`src/rtl/elgamal_pkg.sv`:
```
// Shared types and constants for the ElGamal encryption sequencer:
// controller state encoding, default operand width and request/response field slots.
package elgamal_pkg;

  localparam int SIZE_DEFAULT = 64;

  // Field slots are in units of SIZE bits, counted from the LSB.
  localparam int REQ_P_IDX  = 0;
  localparam int REQ_G_IDX  = 1;
  localparam int REQ_Y_IDX  = 2;
  localparam int REQ_K_IDX  = 3;
  localparam int REQ_M_IDX  = 4;
  localparam int RSP_C1_IDX = 0;
  localparam int RSP_C2_IDX = 1;

  typedef enum logic [2:0] {
    ST_IDLE       = 3'd0,
    ST_EXP1_ISSUE = 3'd1,
    ST_EXP1_WAIT  = 3'd2,
    ST_EXP2_ISSUE = 3'd3,
    ST_EXP2_WAIT  = 3'd4,
    ST_MUL_ISSUE  = 3'd5,
    ST_MUL_WAIT   = 3'd6,
    ST_DONE       = 3'd7
  } state_t;

endpackage

```
`src/rtl/op_issue_tracker.sv`:
```
// Presents three operand streams to an arithmetic engine exactly once per operation.
// Each valid drops after its own handshake; o_all_accepted flags the edge on which the last one lands.
module op_issue_tracker (
  input  logic       clk,
  input  logic       rst,
  input  logic       i_start,
  input  logic [2:0] i_ready,
  output logic [2:0] o_valid,
  output logic       o_all_accepted
);

  logic [2:0] r_valid;
  logic [2:0] r_accepted;
  logic       r_active;
  logic [2:0] w_handshake;
  logic [2:0] w_accepted_next;

  assign w_handshake     = r_valid & i_ready;
  assign w_accepted_next = r_accepted | w_handshake;
  assign o_all_accepted  = r_active & (&w_accepted_next);
  assign o_valid         = r_valid;

  // Per-stream valid/accepted flags for the operation in flight
  always_ff @(posedge clk or negedge rst) begin
    if (!rst) begin
      r_valid    <= 3'b000;
      r_accepted <= 3'b000;
      r_active   <= 1'b0;
    end else if (i_start) begin
      r_valid    <= 3'b111;
      r_accepted <= 3'b000;
      r_active   <= 1'b1;
    end else begin
      r_valid    <= r_valid & ~i_ready;
      r_accepted <= w_accepted_next;
      if (o_all_accepted) begin
        r_active <= 1'b0;
      end else begin
        r_active <= r_active;
      end
    end
  end

endmodule

```
`src/rtl/elgamal_encrypt_sequencer.sv`:
```
// Sequences c1 = g^k mod p, s = y^k mod p, c2 = m*s mod p over shared exp/mul engines.
// Optional ELGAMAL_PARAM_CHECK_EN rejects out-of-range requests straight to DONE with rsp_err.
module elgamal_encrypt_sequencer
  import elgamal_pkg::*;
#(
  parameter int SIZE = SIZE_DEFAULT
) (
  input  logic              clk,
  input  logic              rst,
  input  logic [5*SIZE-1:0] req_tdata,
  input  logic              req_tvalid,
  output logic              req_tready,
  output logic [2*SIZE-1:0] rsp_tdata,
  output logic              rsp_tvalid,
  input  logic              rsp_tready,
  output logic              rsp_err,
  output logic [SIZE-1:0]   exp_base_tdata,
  output logic [SIZE-1:0]   exp_power_tdata,
  output logic [SIZE-1:0]   exp_modulus_tdata,
  output logic              exp_base_tvalid,
  output logic              exp_power_tvalid,
  output logic              exp_modulus_tvalid,
  input  logic              exp_base_tready,
  input  logic              exp_power_tready,
  input  logic              exp_modulus_tready,
  input  logic [SIZE-1:0]   exp_res_tdata,
  input  logic              exp_res_tvalid,
  output logic              exp_res_tready,
  output logic [SIZE-1:0]   mul_a_tdata,
  output logic [SIZE-1:0]   mul_b_tdata,
  output logic [SIZE-1:0]   mul_modulus_tdata,
  output logic              mul_a_tvalid,
  output logic              mul_b_tvalid,
  output logic              mul_modulus_tvalid,
  input  logic              mul_a_tready,
  input  logic              mul_b_tready,
  input  logic              mul_modulus_tready,
  input  logic [SIZE-1:0]   mul_res_tdata,
  input  logic              mul_res_tvalid,
  output logic              mul_res_tready,
  output logic              busy
);

  state_t          r_state;
  logic [SIZE-1:0] r_p;
  logic [SIZE-1:0] r_y;
  logic [SIZE-1:0] r_k;
  logic [SIZE-1:0] r_m;
  logic [SIZE-1:0] r_s;
  logic [SIZE-1:0] r_c1;
  logic [SIZE-1:0] r_c2;
  logic [SIZE-1:0] r_exp_base;
  logic            r_req_tready;
  logic            r_busy;
  logic            r_rsp_tvalid;
  logic            r_rsp_err;
  logic            r_exp_res_tready;
  logic            r_mul_res_tready;

  logic [SIZE-1:0] w_req_p;
  logic [SIZE-1:0] w_req_g;
  logic [SIZE-1:0] w_req_y;
  logic [SIZE-1:0] w_req_k;
  logic [SIZE-1:0] w_req_m;
  logic            w_req_hs;
  logic            w_exp_res_hs;
  logic            w_mul_res_hs;
  logic            w_param_err;
  logic            w_exp_start;
  logic            w_mul_start;
  logic [2:0]      w_exp_valid;
  logic [2:0]      w_mul_valid;
  logic            w_exp_all_accepted;
  logic            w_mul_all_accepted;

  assign w_req_p = req_tdata[REQ_P_IDX*SIZE +: SIZE];
  assign w_req_g = req_tdata[REQ_G_IDX*SIZE +: SIZE];
  assign w_req_y = req_tdata[REQ_Y_IDX*SIZE +: SIZE];
  assign w_req_k = req_tdata[REQ_K_IDX*SIZE +: SIZE];
  assign w_req_m = req_tdata[REQ_M_IDX*SIZE +: SIZE];

  assign w_req_hs     = (r_state == ST_IDLE) & req_tvalid & r_req_tready;
  assign w_exp_res_hs = exp_res_tvalid & r_exp_res_tready;
  assign w_mul_res_hs = mul_res_tvalid & r_mul_res_tready;

`ifdef ELGAMAL_PARAM_CHECK_EN
  assign w_param_err = (w_req_p < SIZE'(2)) | (w_req_k == SIZE'(0)) |
                       (w_req_m >= w_req_p) | (w_req_g >= w_req_p) | (w_req_y >= w_req_p);
`else
  assign w_param_err = 1'b0;
`endif

  // A new exponentiation starts on an accepted request or on the c1 capture.
  assign w_exp_start = (w_req_hs & ~w_param_err) | ((r_state == ST_EXP1_WAIT) & w_exp_res_hs);
  assign w_mul_start = (r_state == ST_EXP2_WAIT) & w_exp_res_hs;

  op_issue_tracker u_exp_issue (
    .clk            (clk),
    .rst            (rst),
    .i_start        (w_exp_start),
    .i_ready        ({exp_modulus_tready, exp_power_tready, exp_base_tready}),
    .o_valid        (w_exp_valid),
    .o_all_accepted (w_exp_all_accepted)
  );

  op_issue_tracker u_mul_issue (
    .clk            (clk),
    .rst            (rst),
    .i_start        (w_mul_start),
    .i_ready        ({mul_modulus_tready, mul_b_tready, mul_a_tready}),
    .o_valid        (w_mul_valid),
    .o_all_accepted (w_mul_all_accepted)
  );

  assign exp_base_tvalid    = w_exp_valid[0];
  assign exp_power_tvalid   = w_exp_valid[1];
  assign exp_modulus_tvalid = w_exp_valid[2];
  assign mul_a_tvalid       = w_mul_valid[0];
  assign mul_b_tvalid       = w_mul_valid[1];
  assign mul_modulus_tvalid = w_mul_valid[2];

  assign exp_base_tdata    = r_exp_base;
  assign exp_power_tdata   = r_k;
  assign exp_modulus_tdata = r_p;
  assign mul_a_tdata       = r_m;
  assign mul_b_tdata       = r_s;
  assign mul_modulus_tdata = r_p;

  assign exp_res_tready = r_exp_res_tready;
  assign mul_res_tready = r_mul_res_tready;
  assign req_tready     = r_req_tready;
  assign busy           = r_busy;
  assign rsp_tvalid     = r_rsp_tvalid;
  assign rsp_err        = r_rsp_err;
  assign rsp_tdata[RSP_C1_IDX*SIZE +: SIZE] = r_c1;
  assign rsp_tdata[RSP_C2_IDX*SIZE +: SIZE] = r_c2;

  // Controller FSM with all handshake-facing flags registered
  always_ff @(posedge clk or negedge rst) begin
    if (!rst) begin
      r_state          <= ST_IDLE;
      r_p              <= '0;
      r_y              <= '0;
      r_k              <= '0;
      r_m              <= '0;
      r_s              <= '0;
      r_c1             <= '0;
      r_c2             <= '0;
      r_exp_base       <= '0;
      r_req_tready     <= 1'b1;
      r_busy           <= 1'b0;
      r_rsp_tvalid     <= 1'b0;
      r_rsp_err        <= 1'b0;
      r_exp_res_tready <= 1'b0;
      r_mul_res_tready <= 1'b0;
    end else begin
      case (r_state)
        ST_IDLE: begin
          if (w_req_hs) begin
            r_p          <= w_req_p;
            r_y          <= w_req_y;
            r_k          <= w_req_k;
            r_m          <= w_req_m;
            r_exp_base   <= w_req_g;
            r_req_tready <= 1'b0;
            r_busy       <= 1'b1;
            r_rsp_err    <= w_param_err;
            if (w_param_err) begin
              r_c1         <= '0;
              r_c2         <= '0;
              r_rsp_tvalid <= 1'b1;
              r_state      <= ST_DONE;
            end else begin
              r_state <= ST_EXP1_ISSUE;
            end
          end
        end
        ST_EXP1_ISSUE: begin
          if (w_exp_all_accepted) begin
            r_exp_res_tready <= 1'b1;
            r_state          <= ST_EXP1_WAIT;
          end
        end
        ST_EXP1_WAIT: begin
          if (w_exp_res_hs) begin
            r_c1             <= exp_res_tdata;
            r_exp_base       <= r_y;
            r_exp_res_tready <= 1'b0;
            r_state          <= ST_EXP2_ISSUE;
          end
        end
        ST_EXP2_ISSUE: begin
          if (w_exp_all_accepted) begin
            r_exp_res_tready <= 1'b1;
            r_state          <= ST_EXP2_WAIT;
          end
        end
        ST_EXP2_WAIT: begin
          if (w_exp_res_hs) begin
            r_s              <= exp_res_tdata;
            r_exp_res_tready <= 1'b0;
            r_state          <= ST_MUL_ISSUE;
          end
        end
        ST_MUL_ISSUE: begin
          if (w_mul_all_accepted) begin
            r_mul_res_tready <= 1'b1;
            r_state          <= ST_MUL_WAIT;
          end
        end
        ST_MUL_WAIT: begin
          if (w_mul_res_hs) begin
            r_c2             <= mul_res_tdata;
            r_mul_res_tready <= 1'b0;
            r_rsp_tvalid     <= 1'b1;
            r_state          <= ST_DONE;
          end
        end
        ST_DONE: begin
          if (rsp_tready) begin
            r_rsp_tvalid <= 1'b0;
            r_req_tready <= 1'b1;
            r_busy       <= 1'b0;
            r_state      <= ST_IDLE;
          end
        end
        default: begin
          r_rsp_tvalid     <= 1'b0;
          r_exp_res_tready <= 1'b0;
          r_mul_res_tready <= 1'b0;
          r_req_tready     <= 1'b1;
          r_busy           <= 1'b0;
          r_state          <= ST_IDLE;
        end
      endcase
    end
  end

endmodule

```
`config.mk`:
```
export PLATFORM = sky130hd
export DESIGN_NAME = elgamal_encrypt_sequencer
export DESIGN_NICKNAME = d
export VERILOG_FILES = /design/src/rtl/elgamal_pkg.sv /design/src/rtl/op_issue_tracker.sv /design/src/rtl/elgamal_encrypt_sequencer.sv
export SDC_FILE = /design/constraint.sdc
export NUM_CORES = 1
export LEC_CHECK = 0
export ABC_AREA = 1
export BUFFER_PORTS_ARGS = -buffer_cell sky130_fd_sc_hd__buf_2
export CAP_MARGIN = 20
export CORE_AREA = 2 2 378 380
export DETAILED_ROUTE_END_ITERATION = 16
export DIE_AREA = 0 0 380 382
export PLACE_DENSITY = 0.33
export SETUP_SLACK_MARGIN = 0.05
export SLEW_MARGIN = 10
export SYNTH_ARGS = -nofsm -noshare
export SYNTH_HDL_FRONTEND = slang
export SYNTH_SLANG_ARGS = --single-unit
```
`constraint.sdc`:
```
create_clock -name clk -period 2.5 [get_ports clk]
set_clock_uncertainty 0.05 [all_clocks]
set_input_delay 0.25 -clock clk [delete_from_list [all_inputs] [get_ports clk]]
set_output_delay 0.25 -clock clk [all_outputs]
set_load 0.005 [all_outputs]
```
==> impl_metrics.json, run 1 <==
{
  "synth.top_cells.by_count": "nand2_1, dfrtp_1, o21ai_0",
  "maximum_fanout_along_the_worst_path": 28,
  "power.clock.fraction_pct": 27.5,
  "initial_core_util_pct": 15.5,
  "synth_enable_flop_cells": 0,
  "max_freq_mhz": 460,
  "syn-mean-instance-area_um2": 8.91,
  "drv_cap": 0,
  "finalSetupTns_ps": 0,
  "fill_cell_count": 15700,
  "finalHoldViolCount": 0,
  "clock_path_buffers": 3,
  "crit_type": "flop to flop",
  "rsz0062_at_grt": "false",
  "place_congestion": 0.801,
  "ctsRootBufferMaster": "clkbuf_16",
  "grt_remaining_overflow": 0,
  "setup.reg_to_reg.worst_slack_ps": 330,
  "run_status": "completed",
  "row_count": 138,
  "power.density_cell_area_nw_per_um2": 1070,
  "final_layout_size_suffix_gt1_share_pct": 32.4,
  "switching_share_pct": 36.4,
  "critPathLaunchType": "flop",
  "area.growth.synth_to_final_pct": 64.3,
  "insertion_delay_ps": 660,
  "route.final.wire_length_um": 95100,
  "leakage_nw": 19.2,
  "ys_ff_latch": 534,
  "worst_pin_slew_ps": 836,
  "critical_path_capture_point_type": "flop",
  "post_layout_nets": 4316,
  "chipWidth_um": 380,
  "synthCells": 2449,
  "yosysMostFrequentCell": "nand2_1",
  "synth-async-reset-ratio_pct": 100,
  "max-slew-margin-rel_pct": 44.3,
  "final_antenna_net_count": 0,
  "netlist_top_cells_area": "dfrtp_1, nand2_1, o21ai_0",
  "combinationalPowerShare_pct": 35.1,
  "synth_top_cell_by_area": "dfrtp_1",
  "finalSetupViolations": 0,
  "final_min_period_over_clock_period_pct": 86.9,
  "grt_max_degree": 81,
  "place_hpwl_um": 70500,
  "hold_end": "exp_base_tdata[0]",
  "critical_path_arrival_ps": 2690,
  "die_area_um2": 145000,
  "globalRouteTotalUtil_pct": 12.9,
  "final_max_slew_viol_count": 0,
  "detail_route.drc_violations": 0,
  "worst_r2r_endpoint": "exp_base_tdata[5]",
  "route.vias.total": 20700,
  "worstReg2RegStart": "r_state[0]",
  "min_period_ps": 2170,
  "core_area_um2": 141000,
  "design_power_total_mw": 38.4,
  "ctsHtreeMaxLevel": 3,
  "port_buffers": 982,
  "synth.net_count": 2913,
  "post_synthesis_instance_area_um2": 21800,
  "chipHeight_um": 382,
  "worst_r2r_path_depth": 10,
  "clk_pin_slew_ps": 60,
  "synth_top_flop_cell": "dfrtp_1",
  "detailedRoute.firstIterationViolations": 1004,
  "tritoncts_buffer_count": 74,
  "hold_path_class": "input port to flop",
  "first_global_vias": 21800,
  "drt-pass1-iter-count": 6,
  "holdPathStages": 6,
  "cts_tree": "done",
  "min_from": "req_tdata[64]",
  "wl_per_cell_um": 16.4,
  "routed_via_density": 3.57,
  "synth_seq_area_share_pct": 61.3,
  "internal_power_mw": 24.4,
  "ys_warn_count": 0,
  "pwr-share-seq_pct": 37.4,
  "grt_antenna_before_repair": 8,
  "synth_largest_type_area_fraction_pct": 61.2,
  "io_pins": 984,
  "critPathRequiredTime_ps": 3020,
  "grt_first_pass_wirelength_um": 142000,
  "netlist-cell-type-count": 31,
  "irDropWorstVdd_mv": 0.520,
  "p_sw_mw": 14.0,
  "clock_sinks": 534
}
## worst max-delay path by stage
| stage | start | to | cells after the start |
|---|---|---|---|
| final | r_state[0] | exp_base_tdata[5] | 10 |
| after global routing | r_state[0] | r_y[21] | 8 |
| after CTS | r_state[0] | r_state[2] | 11 |
| after detailed placement | r_state[0] | r_state[2] | 11 |
| after global placement | r_state[0] | r_state[2] | 11 |
| after floorplan | r_state[0] | exp_base_tdata[13] | 9 |
## layout by cell type, fill, tap and decap left out, types with 2 or more instances in the layout
| master | instances |
|---|---|
| inv_2 | 4 |
| nor2_4 | 2 |
| dlygate4sd3_1 | 456 |
| buf_12 | 24 |
| clkinv_2 | 8 |
| clkbuf_8 | 13 |
| diode_2 | 4 |
| inv_6 | 2 |
| clkbuf_1 | 21 |
| nand2_1 | 1115 |
| ha_1 | 4 |
| inv_1 | 208 |
| o21ai_1 | 25 |
| o21ai_2 | 40 |
| buf_4 | 55 |
| inv_16 | 2 |
| o21ai_0 | 250 |
| nand3_1 | 7 |
| nand2_2 | 41 |
| nor2_1 | 5 |
| a21oi_1 | 9 |
| buf_2 | 981 |
| bufinv_16 | 3 |
| dfrtp_1 | 533 |
| clkbuf_16 | 74 |
| nand4_1 | 3 |
| clkinv_16 | 3 |
## area by class of cell
type	instances	area (um2)	area share (%)
sequential	534	13400	37.3
timing repair buffer	1517	10400	29.0
multi-input combinational	1510	6480	18.1
tap	1890	2360	6.60
clock buffer	108	2110	5.89
inverter	215	821	2.29
clock inverter	19	297	0.828
antenna	4	10.0	0.0279
## flip-flops by register name, indices dropped and copies added (netlist names), 3 cells and up
signal                  flops
exp_base_tdata             64
mul_a_tdata                64
u_mul_issue.o_valid         3
u_mul_issue.r_accepted      3
mul_b_tdata                64
u_exp_issue.r_accepted      3
exp_modulus_tdata          64
exp_power_tdata            64
r_c1                       64
r_c2                       64
u_exp_issue.o_valid         3
r_y                        64
r_state                     3
## worst max-delay path: stages, from the launching register on
cell	delay, ps
dfrtp_1	410
inv_1	90
ha_1	210
inv_2	90
nor2_8	140
nand3_4	180
a22oi_4	260
buf_12	210
buf_12	230
nand2_1	70
o21ai_1	70
## kinds of logic after synthesis
kind of cell,after synthesis,synth area share (%)
buf+inv,405,9.11
compound gates,328,8.34
fa+ha+maj,4,0.229
flops,534,61.3
other cells,1,0.0172
simple gates,1177,21.0
## power groups by stage
stage,registers (mW),clock network (mW),logic (mW)
final,14.3,10.5,13.5
after global routing,14.9,11.4,15.3
after CTS,14.4,11.0,14.0
after detailed placement,14.4,0,13.3
after global placement,14.5,0,13.3
after floorplan,14.5,0,6.55
## metrics by stage
| step | instance area (um2) | hold slack [ps] | worst slack (ps) | utilization [%] | cells |
|---|---|---|---|---|---|
| 5_1_grt | 35800 | 83.6 | 106 | 25.4 | 5795 |
| 4_1_cts | 35800 | 45.4 | 165 | 25.4 | 5793 |
| 3_5_place_dp | 28800 | 296 | 177 | 20.5 | 5210 |
| 6_report | 35800 | 115 | 328 | 25.4 | 5797 |
| 2_1_floorplan | 21800 | -95.6 | 757 | - | 2449 |
| 3_3_place_gp | 28800 | 292 | 189 | 20.5 | 5210 |
## timing repair
| action | in CTS | in global routing |
|---|---|---|
| buffers inserted | 0 | 0 |
| endpoints found under the hold margin | 558 | 0 |
| endpoints found under the setup margin | 0 | 4 |
| gates resized for setup | 0 | 2 |
| hold buffers | 456 | 0 |
## layer usage
layer / wire length (um) / GRT usage (%) / vias up
li1: - / - / 10200
met4: 2460 / 3.73 / 6
met1: 39900 / 15.6 / 9714
met3: 6030 / 3.84 / 135
met5: 43 / 0 / -
met2: 46600 / 22.0 / 644
Note: power is estimated with default switching activity, not from simulation.
==> run 2, diff against run 1 <==
--- a/config.mk
+++ b/config.mk
@@ -12,6 +12,8 @@
 export DETAILED_ROUTE_END_ITERATION = 16
 export DIE_AREA = 0 0 380 382
 export PLACE_DENSITY = 0.33
+export RECOVER_POWER = 100
+export REMOVE_ABC_BUFFERS = 1
 export SETUP_SLACK_MARGIN = 0.05
 export SLEW_MARGIN = 10
 export SYNTH_ARGS = -nofsm -noshare
==> run 2 against run 1 <==
Effect of this change:
- global-route usage increased by 0.99 points
- utilization decreased by 0.60 points
- flip-flop and latch count unchanged
- setup slack got worse by 140 ps
- sequential power about the same
- highest routed layer unchanged
- largest cell class unchanged
==> impl_metrics.json, run 2 (synthesis results as in run 1) <==
{
  "maximum_fanout_along_the_worst_path": 96,
  "routed_via_density": 3.62,
  "final_layout_size_suffix_gt1_share_pct": 21.1,
  "post_layout_nets": 4297,
  "cp_common_cell": "nand2_1",
  "combinationalPowerShare_pct": 32.9,
  "critPathLaunchType": "flop",
  "crit_buf_inv": 4,
  "internal_power_mw": 23.7,
  "pwr-share-seq_pct": 38.6,
  "grt_antenna_before_repair": 27,
  "final_min_period_over_clock_period_pct": 92.4,
  "port_buffers": 982,
  "ctsRootBufferMaster": "clkbuf_16",
  "irDropWorstVdd_mv": 0.540,
  "crit_type": "flop to flop",
  "final_max_slew_viol_count": 0,
  "rsz0062_at_grt": "false",
  "power.clock.fraction_pct": 28.5,
  "globalRouteTotalUtil_pct": 13.9,
  "route.vias.total": 20900,
  "insertion_delay_ps": 630,
  "finalSetupTns_ps": 0,
  "max_freq_mhz": 433,
  "die_area_um2": 145000,
  "hold-worst-slack_ps": 83.9,
  "instances_no_fill": 5784,
  "placed_cells": 5186,
  "ctsHtreeMaxLevel": 3,
  "p_sw_mw": 13.9,
  "finalHoldViolCount": 0,
  "drv_cap": 0,
  "post-place-ws_ps": 219,
  "io_pins": 984,
  "worst_setup_slack_after_layout_ps": 191,
  "critical_path_arrival_ps": 2760,
  "critical_path.cell_chain": "inv_1, ha_1, inv_2, nor2_8, clkinv_2, buf_12, nand2_1, o21ai_1, nand2_1, o21ai_0",
  "critical_path_capture_point_type": "flop",
  "finalCoreUtilization_pct": 24.8,
  "cts_tree": "done",
  "switching_share_pct": 37.0,
  "clk_pin_slew_ps": 60,
  "leakage_nw": 17.7,
  "initial_core_util_pct": 15.5,
  "critPathRequiredTime_ps": 2950,
  "grt_first_pass_wirelength_um": 150000,
  "finalSetupViolations": 0,
  "chipHeight_um": 382,
  "setup.reg_to_reg.worst_slack_ps": 190,
  "critical_path.slowest_cell": "dfrtp_1",
  "detail_route.drc_violations": 0,
  "mostFrequentLayoutCells": "nand2_1, buf_2, dfrtp_1",
  "worst_pin_slew_ps": 1420,
  "clock_sinks": 534,
  "first_global_vias": 21500,
  "mostFrequentLayoutCell": "nand2_1",
  "grt_remaining_overflow": 0,
  "clock_path_buffers": 3,
  "max-slew-margin-rel_pct": 5.39,
  "final_antenna_net_count": 0,
  "place_hpwl_um": 77500,
  "tritoncts_buffer_count": 74,
  "core_area_um2": 141000,
  "chipWidth_um": 380,
  "detailedRoute.firstIterationViolations": 930,
  "hold_path_class": "input port to flop",
  "run_status": "completed",
  "drt-pass1-iter-count": 5,
  "row_count": 138,
  "grt_max_degree": 129,
  "area.growth.synth_to_final_pct": 60.4,
  "wl_per_cell_um": 17.8,
  "route.final.wire_length_um": 103000,
  "cpPeakStageDelay_ps": 410,
  "min_period_ps": 2310,
  "place_congestion": 0.833,
  "crit_family": "buffers and inverters",
  "power.density_cell_area_nw_per_um2": 1070
}
-- run 2: final timing paths --
| check | start | end | depth (start not counted) |
|---|---|---|---|
| max | r_state[0] | exp_base_tdata[1] | 10 |
| min | mul_res_tvalid | mul_res_tready | 6 |
| max reg2reg | r_state[0] | exp_base_tdata[1] | 10 |
| min reg2reg | r_c2[46] | r_c2[46] | 2 |
| max in group asynchronous | rst | mul_a_tdata[27] | 4 |
| min in group asynchronous | rst | mul_a_tdata[50] | 2 |
-- run 2: tightest hold or removal path, delay by kind of cell --
kind | cells | cell delay (ps)
and+or+nand+nor | 2 | 170
buffers and inverters | 2 | 170
AOI/OAI and AO/OA | 2 | 130
-- run 2: final cells by class --
cell class	count	area, um2
multi-input combinational	1510	6370
clock inverter	20	268
timing repair buffer	1498	9640
inverter	215	817
clock buffer	110	2150
antenna	7	17.5
tap	1890	2360
fill	15800	106000
sequential	534	13400
-- run 2: metrics by stage --
step,power [mW],area [um2]
4_1_cts,39.4,35700
6_report,37.6,35000
5_1_grt,40.5,35000
3_5_place_dp,27.6,28700
3_3_place_gp,27.6,28700
2_1_floorplan,20.1,20600
-- run 2: power by group through the flow --
stage / sequential (mW) / combinational (mW) / clock (mW)
floorplan: 14.6 / 5.45 / 0
global placement: 14.5 / 13.1 / 0
detailed placement: 14.5 / 13.1 / 0
CTS: 14.4 / 13.8 / 11.2
global route: 15.0 / 14.0 / 11.5
finish: 14.5 / 12.3 / 10.7
-- run 2: repair_timing --
item | 4_1_cts | 5_1_grt
buffers inserted | 0 | 0
hold endpoints to repair | 951 | 0
hold buffers | 461 | 0
resized for setup | 0 | 1
setup endpoints to repair | 0 | 1
-- run 2: per-layer routing --
metal  global-route usage (%)  vias to the layer above  part of all wire [%]
li1                         -                    10200                     -
met1                     17.1                     9932                    43
met2                     23.8                      641                    49
met3                     3.62                      153                   5.4
met4                     3.76                       18                   2.7
met5                        0                        -                  0.11
==> run 3, diff against run 2 <==
--- a/config.mk
+++ b/config.mk
@@ -7,15 +7,16 @@
 export LEC_CHECK = 0
 export ABC_AREA = 1
 export BUFFER_PORTS_ARGS = -buffer_cell sky130_fd_sc_hd__buf_2
-export CAP_MARGIN = 20
-export CORE_AREA = 2 2 378 380
+export CORE_AREA = 2 2 385 387
 export DETAILED_ROUTE_END_ITERATION = 16
-export DIE_AREA = 0 0 380 382
-export PLACE_DENSITY = 0.33
+export DIE_AREA = 0 0 387 389
+export GPL_TIMING_DRIVEN = 0
+export PLACE_DENSITY = 0.32
 export RECOVER_POWER = 100
 export REMOVE_ABC_BUFFERS = 1
 export SETUP_SLACK_MARGIN = 0.05
 export SLEW_MARGIN = 10
 export SYNTH_ARGS = -nofsm -noshare
 export SYNTH_HDL_FRONTEND = slang
+export SYNTH_HIERARCHICAL = 1
 export SYNTH_SLANG_ARGS = --single-unit
==> run 3 against run 2 <==
Effect of this change:
- clock power grew 6%
- the run now ends with capacitance limit, slew limit left
- register-to-register slack gained 20 ps
- worst hold slack gained 97 ps
- utilization shrank 1.0 points
- design area shrank 0.14%
- highest routed layer unchanged
==> impl_metrics.json, run 3 <==
{
  "max_freq_mhz": 437,
  "cts_tree": "done",
  "synthCells": 2394,
  "ys_warn_count": 6,
  "crit_buf_inv": 2,
  "worst_r2r_path_depth": 6,
  "run_status": "finished, violations left",
  "synth_top_cell_by_area": "dfrtp_1",
  "finalCoreUtilization_pct": 23.8,
  "clock_path_buffers": 3,
  "place_congestion": 0.785,
  "routed_via_density": 3.61,
  "ctsHtreeMaxLevel": 3,
  "hold-worst-slack_ps": 181,
  "worst_pin_slew_ps": 1820,
  "row_count": 141,
  "finalSetupViolations": 0,
  "synth_seq_area_share_pct": 62.7,
  "yosysMostFrequentCell": "nand2_1",
  "synth_largest_type_area_fraction_pct": 62.5,
  "final_min_period_over_clock_period_pct": 91.5,
  "route.vias.total": 20800,
  "grt_antenna_before_repair": 24,
  "rsz0062_at_grt": "false",
  "finalHoldViolCount": 0,
  "grt_max_degree": 117,
  "grt_first_pass_wirelength_um": 151000,
  "critPathLaunchType": "flop",
  "detail_route.drc_violations": 0,
  "synth.top_cells.by_count": "nand2_1, dfrtp_1, inv_1",
  "ctsRootBufferMaster": "clkbuf_16",
  "critical_path.slowest_cell": "dfrtp_1",
  "drv_cap": 1,
  "grt_remaining_overflow": 0,
  "final_antenna_net_count": 0,
  "ys_ff_latch": 534,
  "first_global_vias": 21200,
  "tritoncts_buffer_count": 75,
  "netlist_top_cells_area": "dfrtp_1, nand2_1, buf_4",
  "place_hpwl_um": 73600,
  "critical_path_capture_point_type": "flop",
  "area.growth.synth_to_final_pct": 63.8,
  "io_pins": 984,
  "max-slew-margin-rel_pct": -21.5,
  "netlist-cell-type-count": 23,
  "final_layout_size_suffix_gt1_share_pct": 19.7,
  "critPathRequiredTime_ps": 2970,
  "chipHeight_um": 389,
  "crit_family": "compound AO/OA/AOI/OAI gates",
  "hold_path_class": "input port to flop",
  "post_layout_nets": 4225,
  "globalRouteTotalUtil_pct": 13.7,
  "hold_end": "exp_modulus_tdata[14]",
  "mostFrequentLayoutCell": "nand2_1",
  "final_max_slew_viol_count": 32,
  "wl_per_cell_um": 18.5,
  "critical_path_arrival_ps": 2760,
  "cpPeakStageDelay_ps": 510,
  "clk_pin_slew_ps": 60,
  "holdPathStages": 5,
  "initial_core_util_pct": 14.5,
  "setup.reg_to_reg.worst_slack_ps": 210,
  "drt-pass1-iter-count": 5,
  "irDropWorstVdd_mv": 0.496,
  "worstReg2RegStart": "r_state[2]",
  "fill_cell_count": 16400,
  "core_area_um2": 147000,
  "power.density_cell_area_nw_per_um2": 1150,
  "maximum_fanout_along_the_worst_path": 116,
  "design_power_total_mw": 40.1,
  "min_from": "req_tvalid",
  "synth_top_flop_cell": "dfrtp_1",
  "insertion_delay_ps": 670,
  "multi_input_area_um2": 6250,
  "chipWidth_um": 387,
  "clock_sinks": 534,
  "critical_path.cell_chain": "inv_2, nand2_8, buf_16, nor2_1, a21oi_1, o21ai_0",
  "synth_enable_flop_cells": 0,
  "min_period_ps": 2290,
  "port_buffers": 982,
  "die_area_um2": 151000,
  "leakage_nw": 17.2,
  "synth-async-reset-ratio_pct": 100,
  "post_synthesis_instance_area_um2": 21300,
  "route.final.wire_length_um": 107000,
  "syn-mean-instance-area_um2": 8.91,
  "worst_r2r_endpoint": "exp_base_tdata[34]",
  "seq_area_um2": 13400,
  "mostFrequentLayoutCells": "nand2_1, buf_2, dfrtp_1",
  "crit_type": "flop to flop",
  "detailedRoute.firstIterationViolations": 896,
  "violations": "capacitance limit, slew limit"
}
-- run 3: changes by cell type after synthesis, sizes merged --
cell / before / now
nand2: 1156 / 1006
nor2: 9 / 138
a21oi: 9 / 137
o21ai: 315 / 202
inv: 215 / 164
buf: 143 / 167
clkbuf: 47 / 23
nand3: 8 / 14
nand4: 4 / 1
a32oi: 1 / 0
-- run 3: cell families after synthesis --
logic type,synth area share [%]
AOI/OAI and AO/OA,8.07
adders and majority gates,0.235
other,0.0176
buffers and inverters,8.41
and+or+nand+nor,20.6
DFF,62.7
-- run 3: report_power, final --
group          switching [mW]  internal [mW]
clock                    4.62           6.68
sequential               2.32           12.7
combinational            8.50           5.23
total                    15.4           24.6
-- run 3: stage by stage --
stage	cell area (um2)	cells	setup TNS (ps)	setup WS, ps
final	34900	5754	0	212
after global routing	34900	5752	0	38.6
after CTS	35500	5745	0	23.8
after detailed placement	28100	5138	-223180	-1120
after global placement	27500	5116	-	-12320
after floorplan	20200	2204	-1468590	-4110
-- run 3: repair_timing --
action,CTS,global route
cloned,8,2
pin swaps,3,1
hold endpoints to repair,813,0
endpoints found under the setup margin,376,285
hold buffers,459,0
resized for setup,6,8
buffers inserted,6,1
-- run 3: how the worst max path moves through the flow --
stage,end,cells after the start,from
after floorplan,r_y[0],7,r_state[0]
after global placement,r_c2[60],1,rst
after detailed placement,exp_modulus_tdata[39],9,r_state[0]
after global routing,exp_modulus_tdata[8],10,r_state[0]
final,exp_base_tdata[34],6,r_state[2]
after CTS,r_c2[6],10,r_state[0]
-- run 3: final cells by class --
class	count	share of cell area (%)
sequential	534	38.3
timing repair buffer	1476	27.7
multi-input combinational	1509	17.9
tap	1930	6.91
clock buffer	105	6.12
inverter	164	1.85
clock inverter	29	1.24
antenna	6	0.0430
timing repair inverter	1	0.0179
-- run 3: worst register-to-register path: stages (launching register included) --
cell     delay, ps
dfrtp_1        510
inv_2          220
nand2_8        180
buf_16         350
nor2_1         270
a21oi_1        420
o21ai_0        160
-- run 3: metal layers --
metal	GRT usage (%)	part of all wire, %	vias up
met1	17.6	44	9858
met3	3.25	5.5	149
li1	-	-	10100
met5	0	0.082	-
met4	4.81	2.8	14
met2	22.6	48	658
